--- src/rtl/sparse_pkg.sv ---
// Shared types for the dense-to-sparse feature path: frame geometry,
// encoder FSM states and the (value, col, row) triple consumed by the PE.
package sparse_pkg;

   localparam int WORD_LENGTH = 8;
   localparam int IMAGE_SIZE  = 28;
   localparam int COUNT_WIDTH = 16;

   typedef enum logic [1:0] {
      S_IDLE  = 2'd0,
      S_SCAN  = 2'd1,
      S_FLUSH = 2'd2,
      S_DONE  = 2'd3
   } state_t;

   typedef struct packed {
      logic [WORD_LENGTH-1:0] value;
      logic [WORD_LENGTH-1:0] col;
      logic [WORD_LENGTH-1:0] row;
   } triple_t;

endpackage

--- src/rtl/sparse_fifo2.sv ---
// Two-entry registered FIFO of triples with valid/ready on both sides.
// Entry 0 is always the head, so the output comes straight from a register.
module sparse_fifo2
   import sparse_pkg::*;
(
   input  logic       clk,
   input  logic       i_flush,
   input  logic       i_push_valid,
   output logic       o_push_ready,
   input  triple_t    i_push_data,
   output logic       o_pop_valid,
   input  logic       i_pop_ready,
   output triple_t    o_pop_data,
   output logic [1:0] o_count
);

   triple_t    r_head;
   triple_t    r_tail;
   logic [1:0] r_count;
   logic       w_push;
   logic       w_pop;

   assign o_push_ready = (r_count < 2'd2);
   assign o_pop_valid  = (r_count != 2'd0);
   assign o_pop_data   = r_head;
   assign o_count      = r_count;

   assign w_push = i_push_valid && o_push_ready;
   assign w_pop  = o_pop_valid && i_pop_ready;

   // Head/tail shift register; a simultaneous push and pop keeps the count
   always_ff @(posedge clk) begin
      if (i_flush) begin
         r_count <= 2'd0;
         r_head  <= '0;
         r_tail  <= '0;
      end else begin
         case ({w_push, w_pop})
            2'b10: begin
               if (r_count == 2'd0) r_head <= i_push_data;
               else                 r_tail <= i_push_data;
               r_count <= r_count + 2'd1;
            end
            2'b01: begin
               r_head  <= r_tail;
               r_count <= r_count - 2'd1;
            end
            2'b11: begin
               if (r_count == 2'd1) begin
                  r_head <= i_push_data;
               end else begin
                  r_head <= r_tail;
                  r_tail <= i_push_data;
               end
            end
            default: ;
         endcase
      end
   end

endmodule

--- src/rtl/sparse_encoder.sv ---
// Streaming dense-to-sparse encoder: scans one row-major frame, emits a
// (value, col, row) triple per nonzero pixel and reports the nonzero count.
module sparse_encoder #(
   parameter int WORD_LENGTH = sparse_pkg::WORD_LENGTH,
   parameter int IMAGE_SIZE  = sparse_pkg::IMAGE_SIZE,
   parameter int COUNT_WIDTH = sparse_pkg::COUNT_WIDTH
) (
   input  logic                   clk,
   input  logic                   rst,
   input  logic                   start,
   input  logic                   in_valid,
   output logic                   in_ready,
   input  logic [WORD_LENGTH-1:0] in_data,
   output logic                   out_valid,
   input  logic                   out_ready,
   output logic [WORD_LENGTH-1:0] out_value,
   output logic [WORD_LENGTH-1:0] out_col,
   output logic [WORD_LENGTH-1:0] out_row,
   output logic                   done,
   output logic [COUNT_WIDTH-1:0] valid_num
);

   import sparse_pkg::*;

   localparam logic [WORD_LENGTH-1:0] LAST_IDX = WORD_LENGTH'(IMAGE_SIZE - 1);

   state_t                 r_state;
   state_t                 w_state_nxt;
   logic [WORD_LENGTH-1:0] r_col;
   logic [WORD_LENGTH-1:0] r_row;
   logic [COUNT_WIDTH-1:0] r_nnz;
   logic [COUNT_WIDTH-1:0] r_valid_num;

   logic                   w_accept;
   logic                   w_nonzero;
   logic                   w_last_pix;
   logic                   w_fifo_push_ready;
   logic                   w_fifo_pop_valid;
   logic                   w_pop;
   logic [1:0]             w_fifo_count;
   logic                   w_drained;
   triple_t                w_push_data;
   triple_t                w_head;

   assign in_ready   = (r_state == S_SCAN) && w_fifo_push_ready;
   assign w_accept   = in_valid && in_ready;
   assign w_nonzero  = (in_data != '0);
   assign w_last_pix = (r_row == LAST_IDX) && (r_col == LAST_IDX);
   assign w_pop      = w_fifo_pop_valid && out_ready;
   // FIFO will be empty after this edge, so DONE follows the final pop directly
   assign w_drained  = (w_fifo_count == 2'd0) || ((w_fifo_count == 2'd1) && w_pop);

   always_comb begin
      w_push_data       = '0;
      w_push_data.value = in_data;
      w_push_data.col   = r_col;
      w_push_data.row   = r_row;
   end

   sparse_fifo2 u_fifo (
      .clk          (clk),
      .i_flush      (rst),
      .i_push_valid (w_accept && w_nonzero),
      .o_push_ready (w_fifo_push_ready),
      .i_push_data  (w_push_data),
      .o_pop_valid  (w_fifo_pop_valid),
      .i_pop_ready  (out_ready),
      .o_pop_data   (w_head),
      .o_count      (w_fifo_count)
   );

   assign out_valid = w_fifo_pop_valid;
   assign out_value = w_head.value;
   assign out_col   = w_head.col;
   assign out_row   = w_head.row;
   assign done      = (r_state == S_DONE);
   assign valid_num = r_valid_num;

   always_comb begin
      w_state_nxt = r_state;
      case (r_state)
         S_IDLE:  if (start) w_state_nxt = S_SCAN;
         S_SCAN:  if (w_accept && w_last_pix) w_state_nxt = S_FLUSH;
         S_FLUSH: if (w_drained) w_state_nxt = S_DONE;
         S_DONE:  w_state_nxt = S_IDLE;
         default: w_state_nxt = S_IDLE;
      endcase
   end

   always_ff @(posedge clk) begin
      if (rst) r_state <= S_IDLE;
      else     r_state <= w_state_nxt;
   end

   // Scan position and nonzero count; valid_num latches on entry to DONE
   always_ff @(posedge clk) begin
      if (rst) begin
         r_col       <= '0;
         r_row       <= '0;
         r_nnz       <= '0;
         r_valid_num <= '0;
      end else begin
         if ((r_state == S_IDLE) && start) begin
            r_col <= '0;
            r_row <= '0;
            r_nnz <= '0;
         end else if (w_accept) begin
            if (r_col == LAST_IDX) begin
               r_col <= '0;
               r_row <= r_row + 1'b1;
            end else begin
               r_col <= r_col + 1'b1;
            end
            if (w_nonzero) r_nnz <= r_nnz + 1'b1;
         end
         if ((r_state == S_FLUSH) && (w_state_nxt == S_DONE)) r_valid_num <= r_nnz;
      end
   end

endmodule

--- config.mk ---
export PLATFORM = sky130hd
export DESIGN_NAME = sparse_encoder
export DESIGN_NICKNAME = d
export VERILOG_FILES = /design/src/rtl/sparse_pkg.sv /design/src/rtl/sparse_fifo2.sv /design/src/rtl/sparse_encoder.sv
export SDC_FILE = /design/constraint.sdc
export NUM_CORES = 1
export LEC_CHECK = 0
export CORE_MARGIN = 2
export CORE_UTILIZATION = 33
export DETAILED_ROUTE_END_ITERATION = 8
export GPL_TIMING_DRIVEN = 0
export HOLD_SLACK_MARGIN = 0.12
export PLACE_DENSITY = 0.52
export SYNTH_ARGS = -nofsm -noshare
export SYNTH_HDL_FRONTEND = slang
export SYNTH_HIERARCHICAL = 1
export SYNTH_SLANG_ARGS = --single-unit
--- constraint.sdc ---
create_clock -name clk -period 3.39 [get_ports clk]
set_input_delay 0.339 -clock clk [delete_from_list [all_inputs] [get_ports clk]]
set_output_delay 0.339 -clock clk [all_outputs]
set_load 0.01 [all_outputs]
==> reports/metrics.yaml, run 1 <==
outcome:
  outcome: "complete, no violations"
global_routing:
  busiest_layer: "met2"
  grt_pass1_vias: 3400
  grt_max_degree: 16
  track_usage_pct: 15.12
  antenna_found_initial: 0
  gr-total-overflow: 0
  gr-usage-met3_pct: 3.523
  met2_usage_pct: 24.14
  grt_pass1_wl_um: 17090
  grtUsageMet1_pct: 20.12
yosys:
  syn_avg_cell_area_sq_um: 9.388
  synthFlopType: "dfxtp_1"
  synthCells: 461
  synth_edf_count: 0
  syn_nets: 484
  seq_area_frac_synth_pct: 46.26
  synthArstFlopShare_pct: 0
  synth_cell_types: 46
  yosysWarnings: 6
  ys_ff_latch: 100
  syn_area_sq_um: 4328
clocking:
  cts-buffers-inserted: 9
  post-cts-setup-buffer-count: 0
  clk_latency_ps: 350
  cts_tree: "yes"
  cts.root.buffer_cell: "clkbuf_16"
  h-tree-depth: 3
  cts_resized: 0
  cts.sinks: 100
  clk_pin_slew_ps: 60
  ctsHoldBuffers: 0
  cts_buffer_depth: 2
floorplan:
  pin_count: 56
  die_w_um: 118.5
  die_h_um: 118.5
  rows: 41
  die_area_sq_um: 14050
  core_region_area_sq_um: 12720
  start_util_pct: 34.02
routing:
  routed_via_density: 4.945
  drc: 0
  finalWirelength_um: 9940
  via_count: 3481
  drt_iter0_markers: 165
  drt_pass1_iterations: 4
  wire_per_inst_um: 14.12
  drtAntennaViolNets: 0
place:
  place_congestion: 0.7564
  dpl.cell_count: 688
  hpwl_um: 7328
  io_buffer_count: 55
worst_setup_path:
  arrival_ps: 3230
  r2r_slack_ps: 410
  crit_type: "in -> reg"
  endpoint_kind: "register"
  r2r_cells: 12
  cp.required_ps: 3610
  start_kind: "primary input"
  worstPathMaxFanout: 10
timing:
  slew_viol_final: 0
  finalHoldViolations: 0
  max-slew-margin-rel_pct: 50.75
  period_needed_ps: 3014
  period_share_pct: 88.90
  skew_ps: 5.709
  tns_ps: 0
  finalSetupViolations: 0
  worst_pin_slew_ps: 735.5
  grt_setup_unrepaired: "false"
  max_freq_mhz: 331.8
power_and_ir_drop:
  vdd_drop_max_uv: 298.3
  p_sw_mw: 1.029
  power_density_nw_per_um2: 644.1
  power.internal_mw: 2.457
  p_comb_share_pct: 28.9
  pwr-share-seq_pct: 39.7
  power_frac_clock_pct: 31.4
  p_leak_nw: 2.049
  switching_share_pct: 29.52
cells_and_area:
  syn_to_final_growth_pct: 25.07
  utilization_pct: 42.55
  antennaDiodeCount: 0
  nNetsFinal: 550
  layout-drive-gt1-share_pct: 7.143
  instances_no_fill: 704
  final_common_cell: "dfxtp_1"
  final_cell_mix: "dfxtp_1 (100), nor2_1 (83), clkdlybuf4s50_1 (55)"
job:
  cap_viol_max_count: 0
hold_path:
  min_path_type: "reg -> reg"
  holdPathStages: 2
==> routing by layer <==
metal / part of all wire [%] / wire length [um]
met5: 0 / 0
met4: 1.3 / 133
met3: 4.5 / 446
met2: 46 / 4569
met1: 48 / 4792
==> cell type report <==
class | instances | area, sq um
Fill cell | 1343 | 7310
Inverter | 11 | 41.29
Tap cell | 172 | 215.2
Timing Repair Buffer | 55 | 550.5
Clock buffer | 12 | 246.5
Sequential cell | 100 | 2002
Clock inverter | 4 | 72.57
Buffer | 26 | 143.9
Multi-Input combinational cell | 324 | 2141
==> critical path, stage by stage <==
cell and delay [ps]:
clkdlybuf4s50_1 440, or4_1 680, o21a_1 300, and2b_1 260, ha_1 280, nor2b_1 170
o21ai_4 270, buf_6 230, mux2i_1 210, nor2_1 50
==> registers in the layout, summed over array words and instances (netlist names) <==
| register | cells |
|---|---|
| u_fifo/o_pop_data | 24 |
| u_fifo/r_tail | 24 |
| r_nnz | 16 |
| valid_num | 16 |
| r_col | 8 |
| r_row | 8 |
| r_state | 2 |
| u_fifo/o_count | 2 |
==> cells by family after synthesis <==
kind of cell	after synthesis	share of synthesized area, %
and+or+nand+nor	187	21.89
DFF	100	46.26
AOI/OAI and AO/OA	69	11.68
muxes	44	10.18
buffers and inverters	37	4.279
xor gates and xnor gates	14	2.833
adders and majority gates	10	2.891
==> metrics by stage <==
stage	instance area, sq um	power [mW]	worst slack (ps)	hold WS (ps)
floorplan	4328	2.021	794.7	451.5
global placement	5094	2.417	60.81	474.3
detailed placement	5094	2.428	26.33	480.5
CTS	5413	3.535	394.3	493.3
global route	5413	3.698	117.9	501.8
finish	5413	3.486	376.2	487.8
==> worst paths after layout <==
check / startpoint / end
max: in_data[5] / u_fifo/r_tail[18]
min: u_fifo/o_pop_data[11] / u_fifo/o_pop_data[11]
max reg2reg: u_fifo/o_count[1] / u_fifo/o_pop_data[15]
min reg2reg: u_fifo/o_pop_data[11] / u_fifo/o_pop_data[11]
==> power groups by stage <==
stage          Combinational, mW  Clock (mW)  Sequential (mW)
2_1_floorplan              0.563           0             1.46
4_1_cts                     1.02        1.13             1.39
3_5_place_dp                1.02           0             1.41
6_report                    1.01        1.10             1.38
5_1_grt                     1.11        1.19             1.40
3_3_place_gp                1.01           0             1.41
==> cells in the mapped netlist (4+ instances only) <==
master,instances,share of area (%)
a21oi_1,19,2.2
mux2i_1,44,10
clkbuf_1,12,1.0
buf_2,7,0.81
xnor2_1,9,1.8
xor2_1,5,1.0
nor3_1,22,2.5
nand2_1,19,1.6
nor2_1,83,7.2
ha_1,10,2.9
o31ai_1,8,1.4
buf_6,5,1.3
nor3_2,6,1.4
dfxtp_1,100,46
or4_1,10,1.7
o21ai_0,6,0.69
inv_1,10,0.87
nand2b_1,4,0.58
nand3_1,9,1.0
a221oi_1,24,4.9
or3_1,8,1.2
Note: power is estimated with default switching activity, not from simulation.
==> inputs of run 2 (changes only) <==
==> constraint.sdc (replaced) <==
create_clock -name clk -period 3.9 [get_ports clk]
set_input_delay 0.39 -clock clk [delete_from_list [all_inputs] [get_ports clk]]
set_output_delay 0.39 -clock clk [all_outputs]
set_load 0.01 [all_outputs]
==> results of run 2 <==
Same layout as run 1 (identical final DEF). Status: complete, no violations.
Among the figures that moved: setup slack after placement 26.33 ps -> 485.3 ps; setup slack after layout 376.2 ps -> 835.2 ps; register-to-register setup slack 410 ps -> 920 ps; total power 3.486 mW -> 3.030 mW; worst IR drop on VDD 298.3 uV -> 259.3 uV
